==> config.mk <==
export PLATFORM = sky130hd
export DESIGN_NAME = decode_stage_flat
export DESIGN_NICKNAME = d
export VERILOG_FILES = /design/src/rtl/decode_stage_if.sv /design/src/rtl/decode_stage.sv /design/src/flat_wrapper.sv
export SDC_FILE = /design/constraint.sdc
export NUM_CORES = 1
export LEC_CHECK = 0
export ABC_CLOCK_PERIOD_IN_PS = 2200
export CAP_MARGIN = 0
export CORE_MARGIN = 2
export CORE_UTILIZATION = 51
export DETAILED_ROUTE_END_ITERATION = 10
export PLACE_DENSITY_LB_ADDON = 0.25
export SLEW_MARGIN = 5
export SYNTH_ARGS = -nofsm -noshare
export SYNTH_HDL_FRONTEND = slang
export SYNTH_SLANG_ARGS = --single-unit
export TNS_END_PERCENT = 5
==> constraint.sdc <==
create_clock -name clk -period 2.2 [get_ports clk]
set_clock_uncertainty 0.1 [all_clocks]
set_input_delay 0.33 -clock clk [delete_from_list [all_inputs] [get_ports clk]]
set_output_delay 0.33 -clock clk [all_outputs]
set_load 0.005 [all_outputs]
==> src/rtl/decode_stage_if.sv <==
// Handshake bundle between Fetch, the decode stage and rename/issue.
// The slave modport is the decode stage's view; master is the surrounding pipeline's.
interface decode_stage_if #(
  parameter int XLEN = 32
);
  logic            in_valid;
  logic            in_ready;
  logic [XLEN-1:0] in_instr;
  logic [XLEN-1:0] in_pc;
  logic            out_valid;
  logic            out_ready;
  logic [XLEN-1:0] out_pc;
  logic [6:0]      out_opcode;
  logic [4:0]      out_rd;
  logic [4:0]      out_rs1;
  logic [4:0]      out_rs2;
  logic [2:0]      out_funct3;
  logic [6:0]      out_funct7;
  logic [2:0]      out_fmt;
  logic [XLEN-1:0] out_imm;
  logic            out_reg_write;
  logic            out_illegal;

  modport master (
    output in_valid, in_instr, in_pc, out_ready,
    input  in_ready, out_valid, out_pc, out_opcode, out_rd, out_rs1, out_rs2,
           out_funct3, out_funct7, out_fmt, out_imm, out_reg_write, out_illegal
  );

  modport slave (
    input  in_valid, in_instr, in_pc, out_ready,
    output in_ready, out_valid, out_pc, out_opcode, out_rd, out_rs1, out_rs2,
           out_funct3, out_funct7, out_fmt, out_imm, out_reg_write, out_illegal
  );
endinterface

==> src/rtl/decode_stage.sv <==
// RV32I decode stage: decodes at accept into a main output register backed by
// a one-entry skid register, so in_ready never depends combinationally on out_ready.
module decode_stage #(
  parameter int XLEN  = 32,
  parameter int CNT_W = 32
) (
  input  logic             clk,
  input  logic             reset,
  input  logic             flush,
  decode_stage_if.slave    bus,
  output logic [CNT_W-1:0] instr_count
);
  localparam logic [2:0] FMT_R    = 3'd0;
  localparam logic [2:0] FMT_I    = 3'd1;
  localparam logic [2:0] FMT_S    = 3'd2;
  localparam logic [2:0] FMT_B    = 3'd3;
  localparam logic [2:0] FMT_U    = 3'd4;
  localparam logic [2:0] FMT_J    = 3'd5;
  localparam logic [2:0] FMT_NONE = 3'd7;

  typedef struct packed {
    logic [XLEN-1:0] pc;
    logic [6:0]      opcode;
    logic [4:0]      rd;
    logic [4:0]      rs1;
    logic [4:0]      rs2;
    logic [2:0]      funct3;
    logic [6:0]      funct7;
    logic [2:0]      fmt;
    logic [XLEN-1:0] imm;
    logic            reg_write;
    logic            illegal;
  } dec_t;

  dec_t             w_dec;
  dec_t             r_main;
  dec_t             r_skid;
  logic             r_main_valid;
  logic             r_skid_valid;
  logic [CNT_W-1:0] r_count;
  logic             w_accept;
  logic             w_deq;
  logic [XLEN-1:0]  w_ins;

  assign w_ins = bus.in_instr;

  always_comb begin
    w_dec        = '0;
    w_dec.pc     = bus.in_pc;
    w_dec.opcode = w_ins[6:0];
    w_dec.rd     = w_ins[11:7];
    w_dec.rs1    = w_ins[19:15];
    w_dec.rs2    = w_ins[24:20];
    w_dec.funct3 = w_ins[14:12];
    w_dec.funct7 = w_ins[31:25];
    case (w_ins[6:0])
      7'b0110011:                         w_dec.fmt = FMT_R;
      7'b0010011, 7'b0000011, 7'b1100111: w_dec.fmt = FMT_I;
      7'b0100011:                         w_dec.fmt = FMT_S;
      7'b1100011:                         w_dec.fmt = FMT_B;
      7'b0110111, 7'b0010111:             w_dec.fmt = FMT_U;
      7'b1101111:                         w_dec.fmt = FMT_J;
      default:                            w_dec.fmt = FMT_NONE;
    endcase
    // The all-zero word is Fetch's end marker, not a real instruction.
    if (w_ins == '0) w_dec.fmt = FMT_NONE;
    case (w_dec.fmt)
      FMT_I: w_dec.imm = {{(XLEN-12){w_ins[31]}}, w_ins[31:20]};
      FMT_S: w_dec.imm = {{(XLEN-12){w_ins[31]}}, w_ins[31:25], w_ins[11:7]};
      FMT_B: w_dec.imm = {{(XLEN-13){w_ins[31]}}, w_ins[31], w_ins[7],
                          w_ins[30:25], w_ins[11:8], 1'b0};
      FMT_U: w_dec.imm = {w_ins[31:12], 12'b0};
      FMT_J: w_dec.imm = {{(XLEN-21){w_ins[31]}}, w_ins[31], w_ins[19:12],
                          w_ins[20], w_ins[30:21], 1'b0};
      default: w_dec.imm = '0;
    endcase
    w_dec.illegal = (w_dec.fmt == FMT_NONE);
    if (w_dec.fmt == FMT_S || w_dec.fmt == FMT_B) w_dec.rd = 5'd0;
    w_dec.reg_write = (w_dec.fmt == FMT_R || w_dec.fmt == FMT_I ||
                       w_dec.fmt == FMT_U || w_dec.fmt == FMT_J) && (w_dec.rd != 5'd0);
  end

  assign w_accept = bus.in_valid && !r_skid_valid && !flush && !reset;
  assign w_deq    = r_main_valid && bus.out_ready;

  always_ff @(posedge clk) begin
    if (reset) begin
      r_main_valid <= 1'b0;
      r_skid_valid <= 1'b0;
      r_main       <= '0;
      r_main.fmt   <= FMT_NONE;
      r_skid       <= '0;
      r_count      <= '0;
    end else if (flush) begin
      r_main_valid <= 1'b0;
      r_skid_valid <= 1'b0;
    end else begin
      if (w_accept) r_count <= r_count + CNT_W'(1);
      if (!r_main_valid) begin
        if (w_accept) begin
          r_main       <= w_dec;
          r_main_valid <= 1'b1;
        end
      end else if (w_deq) begin
        // Skid drains first to preserve order; it cannot accept while full.
        if (r_skid_valid) begin
          r_main       <= r_skid;
          r_skid_valid <= 1'b0;
        end else if (w_accept) begin
          r_main <= w_dec;
        end else begin
          r_main_valid <= 1'b0;
        end
      end else if (w_accept) begin
        r_skid       <= w_dec;
        r_skid_valid <= 1'b1;
      end
    end
  end

  assign bus.in_ready      = !r_skid_valid;
  assign bus.out_valid     = r_main_valid;
  assign bus.out_pc        = r_main.pc;
  assign bus.out_opcode    = r_main.opcode;
  assign bus.out_rd        = r_main.rd;
  assign bus.out_rs1       = r_main.rs1;
  assign bus.out_rs2       = r_main.rs2;
  assign bus.out_funct3    = r_main.funct3;
  assign bus.out_funct7    = r_main.funct7;
  assign bus.out_fmt       = r_main.fmt;
  assign bus.out_imm       = r_main.imm;
  assign bus.out_reg_write = r_main.reg_write;
  assign bus.out_illegal   = r_main.illegal;
  assign instr_count       = r_count;
endmodule

==> src/flat_wrapper.sv <==
// flat-port wrapper written by rule: the top's interface ports become plain ports
module decode_stage_flat 
#(
  parameter int XLEN  = 32,
  parameter int CNT_W = 32
)
  (clk, reset, flush, instr_count, bus_in_valid, bus_in_instr, bus_in_pc, bus_out_ready, bus_in_ready, bus_out_valid, bus_out_pc, bus_out_opcode, bus_out_rd, bus_out_rs1, bus_out_rs2, bus_out_funct3, bus_out_funct7, bus_out_fmt, bus_out_imm, bus_out_reg_write, bus_out_illegal);
  decode_stage_if #(.XLEN(XLEN)) bus_i ();
  input  logic clk;
  input  logic reset;
  input  logic flush;
  output logic [CNT_W-1:0] instr_count;
  input wire logic [$bits(bus_i.in_valid)-1:0] bus_in_valid;
  input wire logic [$bits(bus_i.in_instr)-1:0] bus_in_instr;
  input wire logic [$bits(bus_i.in_pc)-1:0] bus_in_pc;
  input wire logic [$bits(bus_i.out_ready)-1:0] bus_out_ready;
  output wire logic [$bits(bus_i.in_ready)-1:0] bus_in_ready;
  output wire logic [$bits(bus_i.out_valid)-1:0] bus_out_valid;
  output wire logic [$bits(bus_i.out_pc)-1:0] bus_out_pc;
  output wire logic [$bits(bus_i.out_opcode)-1:0] bus_out_opcode;
  output wire logic [$bits(bus_i.out_rd)-1:0] bus_out_rd;
  output wire logic [$bits(bus_i.out_rs1)-1:0] bus_out_rs1;
  output wire logic [$bits(bus_i.out_rs2)-1:0] bus_out_rs2;
  output wire logic [$bits(bus_i.out_funct3)-1:0] bus_out_funct3;
  output wire logic [$bits(bus_i.out_funct7)-1:0] bus_out_funct7;
  output wire logic [$bits(bus_i.out_fmt)-1:0] bus_out_fmt;
  output wire logic [$bits(bus_i.out_imm)-1:0] bus_out_imm;
  output wire logic [$bits(bus_i.out_reg_write)-1:0] bus_out_reg_write;
  output wire logic [$bits(bus_i.out_illegal)-1:0] bus_out_illegal;
  assign bus_i.in_valid = bus_in_valid;
  assign bus_i.in_instr = bus_in_instr;
  assign bus_i.in_pc = bus_in_pc;
  assign bus_i.out_ready = bus_out_ready;
  assign bus_in_ready = bus_i.in_ready;
  assign bus_out_valid = bus_i.out_valid;
  assign bus_out_pc = bus_i.out_pc;
  assign bus_out_opcode = bus_i.out_opcode;
  assign bus_out_rd = bus_i.out_rd;
  assign bus_out_rs1 = bus_i.out_rs1;
  assign bus_out_rs2 = bus_i.out_rs2;
  assign bus_out_funct3 = bus_i.out_funct3;
  assign bus_out_funct7 = bus_i.out_funct7;
  assign bus_out_fmt = bus_i.out_fmt;
  assign bus_out_imm = bus_i.out_imm;
  assign bus_out_reg_write = bus_i.out_reg_write;
  assign bus_out_illegal = bus_i.out_illegal;
  decode_stage #(.XLEN(XLEN), .CNT_W(CNT_W)) u_core (.clk(clk), .reset(reset), .flush(flush), .bus(bus_i), .instr_count(instr_count));
endmodule
-- After elaboration in Yosys (flattened, before gate mapping)
Cells that the tools add are included.
- input port bits: 69
- flip-flop bits (word level): 236
- equality and inequality tests: 16
- reduce and logical (&&, ||, !) cells: 23
- multiplexer cells: 14
- add/sub/neg operators: 1
- bitwise gates (word level): 2
- operator list (operator ; count):
    $mux 101 ; 4
    $pmux 32 s5 ; 1
    $add 32x1->32 const B ; 1
    $logic_not 32->1 ; 1
    $eq 7x6->1 const B ; 3
    $eq 7x7->1 const B ; 3
    $pmux 3 s6 ; 1
    $eq 7x5->1 const B ; 2
    $eq 3x3->1 const B ; 3
    $eq 7x2->1 const B ; 1
    $eq 3x2->1 const B ; 2
    $mux 1 ; 6
    $reduce_and 2->1 ; 3
    $logic_and 1x1->1 ; 5
    $mux 5 ; 1
    $reduce_bool 5->1 ; 1
    $logic_or 1x1->1 ; 4
    $reduce_and 4->1 ; 1
    $reduce_or 2->1 ; 2
    $eq 3x1->1 const B ; 1
    $logic_not 1->1 ; 3
    $logic_not 3->1 ; 1
    $mux 3 ; 1
    $reduce_or 3->1 ; 1
    3 further kinds ; 4

-- Logic depth before layout (Yosys ltp)
- word-level depth: 13
- gate-level depth with buffers: 8
- mapped depth without buffers: 6

-- Least setup slack after synthesis
OpenSTA, ideal clock, no wires.
- kind: register to register
- start point: register u_core.r_count[0] (netlist: u_core.instr_count[0])
- end point: register u_core.r_count[22] (netlist: u_core.instr_count[22])
- arrival time: 1.723 ns
- buffers on the path: 0
- stages on the path, launching flop included: 7
- clock period less this slack: 1.950 ns
- slack: 0.250 ns
- library setup time: 0.128 ns
- required time: 1.972 ns
- cells stage by stage: dfxtp_1 > ha_1 > or3b_1 > nor4_4 > nand4_1 > xor2_1 > nor2_1
- cells in the longest elaborated chain, start to end: 1
- RTL lines (item ; RTL line ; source):
    from (decl) ; decode_stage.sv:40 ; logic [CNT_W-1:0] r_count;
    from (signal assigned) ; decode_stage.sv:98 ; if (w_accept) r_count <= r_count + CNT_W'(1);
    $add 32x1->32 ; decode_stage.sv:98 ;
No other way between the ends.
A chain may end at the register's enable or synchronous reset.

-- Final worst setup path
- start point: input port reset
- end point: register u_core.r_count[22] (netlist: u_core.instr_count[22])
- cells in the longest elaborated chain, start to end: 3
- RTL lines (item ; RTL line ; source):
    from (decl) ; flat_wrapper.sv:10 ; input logic reset;
    $logic_not 1->1 ; decode_stage.sv:83 ; assign w_accept = bus.in_valid && !r_skid_valid && !flush && !reset;
    $logic_and 1x1->1 ; decode_stage.sv:83 ;
    $reduce_and 2->1 (no source line) ; -- ;
Several ways; a longest one is shown, not always the timed one.

==> run summary <==
Hold slack: 285 ps
Proportion of layout cells with a drive suffix above 1: 0.109
FP Rows: 50
Largest net degree at the start of global routing: 125
R2R depth: 7
Kind of critical path: in2reg
Die X-Extent: 143 um
Unrepaired setup endpoints after global routing: false
Post-synth cell types: 58
Max Cap Viol: 0
CP endpoint kind: register
# clock sinks: 236
Status: completed
Crit. Startpoint: reset
DRT met1 WL: 12,800 um
CTS Root Cell: clkbuf_16
Hold Crit Endpoint: u_core.r_skid[95]
Die Span Y: 143 um
Overflow after GRT: 0
Final net count: 1,452
Diodes inserted: 0
Pwr Density: 716 nW/um^2
Max Freq: 0.483 GHz
Core box area: 18,800 um^2
Startpoint types: input port
Via count: 9,519
CTS tree: yes
Maximum root-to-sink buffer count: 3
Final hold violation count: 0
R2R Path Start: u_core.instr_count[1]
R2r setup slk: 140 ps
DRC violations left: 0
Post-synth EDFFs: 0
Final period utilization: 0.940
Post-layout util: 0.713
Setup TNS: 0 ps
Min-delay src: bus_in_pc[26]
Cells after Synth: 1,174
Synth Cell Area: 9800 um^2
IO Port Bufs: 203
Yosys warning total: 0
P_leak: 4.72 nW
Peak VDD IR: 0.000548 V
GRT Total Usage: 0.277
Vias per cell: 5.82
# setup viols final: 0
Total die area: 20,300 um^2
Clk_lat worst skew: 530 ps
DRT iter0 DRCs: 642
Slew margin rel.: 0.548
Routed wl met2: 13,400 um
CP required: 2490 ps
Sequential fraction of the synthesis area: 0.482
Crit Path Max Fanout: 10
DR pass1 iterations: 5
Reg clk slew, reported paths: 60 ps
RR Endpoint: u_core.instr_count[22]
Boundary Pins: 204
Initial cell density of the core: 0.522
Slew Limit Fails: 0
Net Count, Synth: 1,244
Min Tclk post-route: 2070 ps
H-Tree Depth: 1
Hold Path Depth: 3
Power consumption: 9.58 mW
Syn Area/Cell: 8.34 um^2
Vias in the first global route: 8,983
CP arrival: 2350 ps
Drt total wl: 28,800 um
First-pass GRT wire length: 46,100 um
Slew @ Worst Pin: 678 ps
Async set or reset register ratio after synthesis: 0
Post CTS Setup Buffer Count: 0
Area Growth Syn to Fin: 36.5%
Highest metal used: met4
Routed WL per cell: 17.6 um
Metal3 WL: 2150 um
HP Class: in2reg
Synthesized flop and latch total: 236
Most frequently used flop master after synthesis: dfxtp_1
Placer congestion estimate: 0.932
Initial antenna violation count: 0
CTS buffer count: 25
HPWL after DPL: 18,900 um
Final ANT Viol Nets: 0
[area by class of cell]
class                           instances  area (um^2)
Clock buffer                           38          754
Clock inverter                          8         77.6
Fill cell                            1485         5400
Inverter                                8         30.0
Multi-Input combinational cell        830         4670
Sequential cell                       236         4720
Tap cell                              234          293
Timing Repair Buffer                  281         2830
[worst max-delay path by stage]
stage	to	slack (ps)	cells after the start
finish	u_core.instr_count[22]	130	8
global route	u_core.bus.out_imm[4]	9	6
CTS	u_core.instr_count[24]	100	7
detailed placement	u_core.bus.out_imm[15]	-390	6
global placement	u_core.bus.out_imm[11]	-340	7
floorplan	u_core.instr_count[22]	250	6
[synthesized netlist by cell type (all sizes together), types with 6 or more instances]
master | n | share of area
dfxtp | 236 | 0.48
nor2 | 199 | 0.077
nand2 | 159 | 0.061
a211oi | 91 | 0.074
a21oi | 82 | 0.042
clkbuf | 72 | 0.028
o22ai | 61 | 0.039
buf | 28 | 0.015
xor2 | 28 | 0.025
nand3 | 26 | 0.013
nor3 | 22 | 0.012
nand4 | 19 | 0.012
a2111oi | 16 | 0.020
o21ai | 15 | 0.0077
o31ai | 14 | 0.011
a31oi | 12 | 0.011
nor4 | 11 | 0.0092
and2 | 10 | 0.0064
a221oi | 8 | 0.0078
inv | 8 | 0.0031
nand2b | 6 | 0.0038
[what timing repair did]
| item | CTS | global route |
|---|---|---|
| hold buffers | 1 | 0 |
| setup endpoints to repair | 0 | 2 |
| gates resized for setup | 0 | 1 |
| endpoints found under the hold margin | 1 | 0 |
[registers in the layout, indices dropped and copies added (netlist names), 3 cells and up]
| register | count |
|---|---|
| u_core.bus.out_fmt | 3 |
| u_core.bus.out_funct3 | 3 |
| u_core.bus.out_funct7 | 7 |
| u_core.bus.out_imm | 32 |
| u_core.bus.out_opcode | 7 |
| u_core.bus.out_pc | 32 |
| u_core.bus.out_rd | 5 |
| u_core.bus.out_rs1 | 5 |
| u_core.bus.out_rs2 | 5 |
| u_core.instr_count | 32 |
| u_core.r_skid | 101 |
[layer usage]
| layer | vias to the layer above | global-route usage |
|---|---|---|
| met1 | 4557 | 0.388 |
| met5 | - | 0 |
| met4 | 0 | 0.0709 |
| met3 | 40 | 0.0552 |
| li1 | 4595 | - |
| met2 | 327 | 0.440 |
[power breakdown]
group	switching, mW	internal, mW	total [mW]
clock network	1.72	2.48	4.20
registers	0.0683	4.38	4.45
logic	0.444	0.479	0.923
total	2.23	7.35	9.58
[stage by stage]
step,std cells,area [um^2],setup WS [ps]
after floorplan,1174,9800,250
after global placement,1588,12500,-336
after detailed placement,1588,12500,-389
after CTS,1635,13400,100
after global routing,1635,13400,9.43
final,1635,13400,131
[cells in the final DEF, fill, tap and decap left out, drive strengths merged, types with 19 or more instances in the layout]
| cell | synthesis | layout |
|---|---|---|
| dfxtp | 236 | 236 |
| clkdlybuf4s50 | 0 | 202 |
| buf | 28 | 77 |
| xor2 | 28 | 28 |
| a21oi | 82 | 82 |
| nand2 | 159 | 159 |
| a211oi | 91 | 91 |
| o22ai | 61 | 61 |
| nor3 | 22 | 22 |
| nor2 | 199 | 199 |
| nand4 | 19 | 19 |
| nand3 | 26 | 26 |
| clkbuf | 72 | 39 |
[kinds of logic (layout without fill, tap and decap cells)]
family,Yosys count,after routing,synth area share
fa+ha+maj,1,1,0.00128
xor+xnor,29,29,0.0259
buf+inv,108,335,0.0453
simple gates,478,478,0.215
flops,236,236,0.482
compound gates,322,322,0.230
[critical path, cell delays in order]
cell and delay, ps:
dlygate4sd3_1 560, clkbuf_8 180, or3b_1 430, nor4_4 320
buf_6 190, nand4_1 120, xor2_1 170, nor2_1 50
Note: power is estimated with default switching activity, not from simulation.
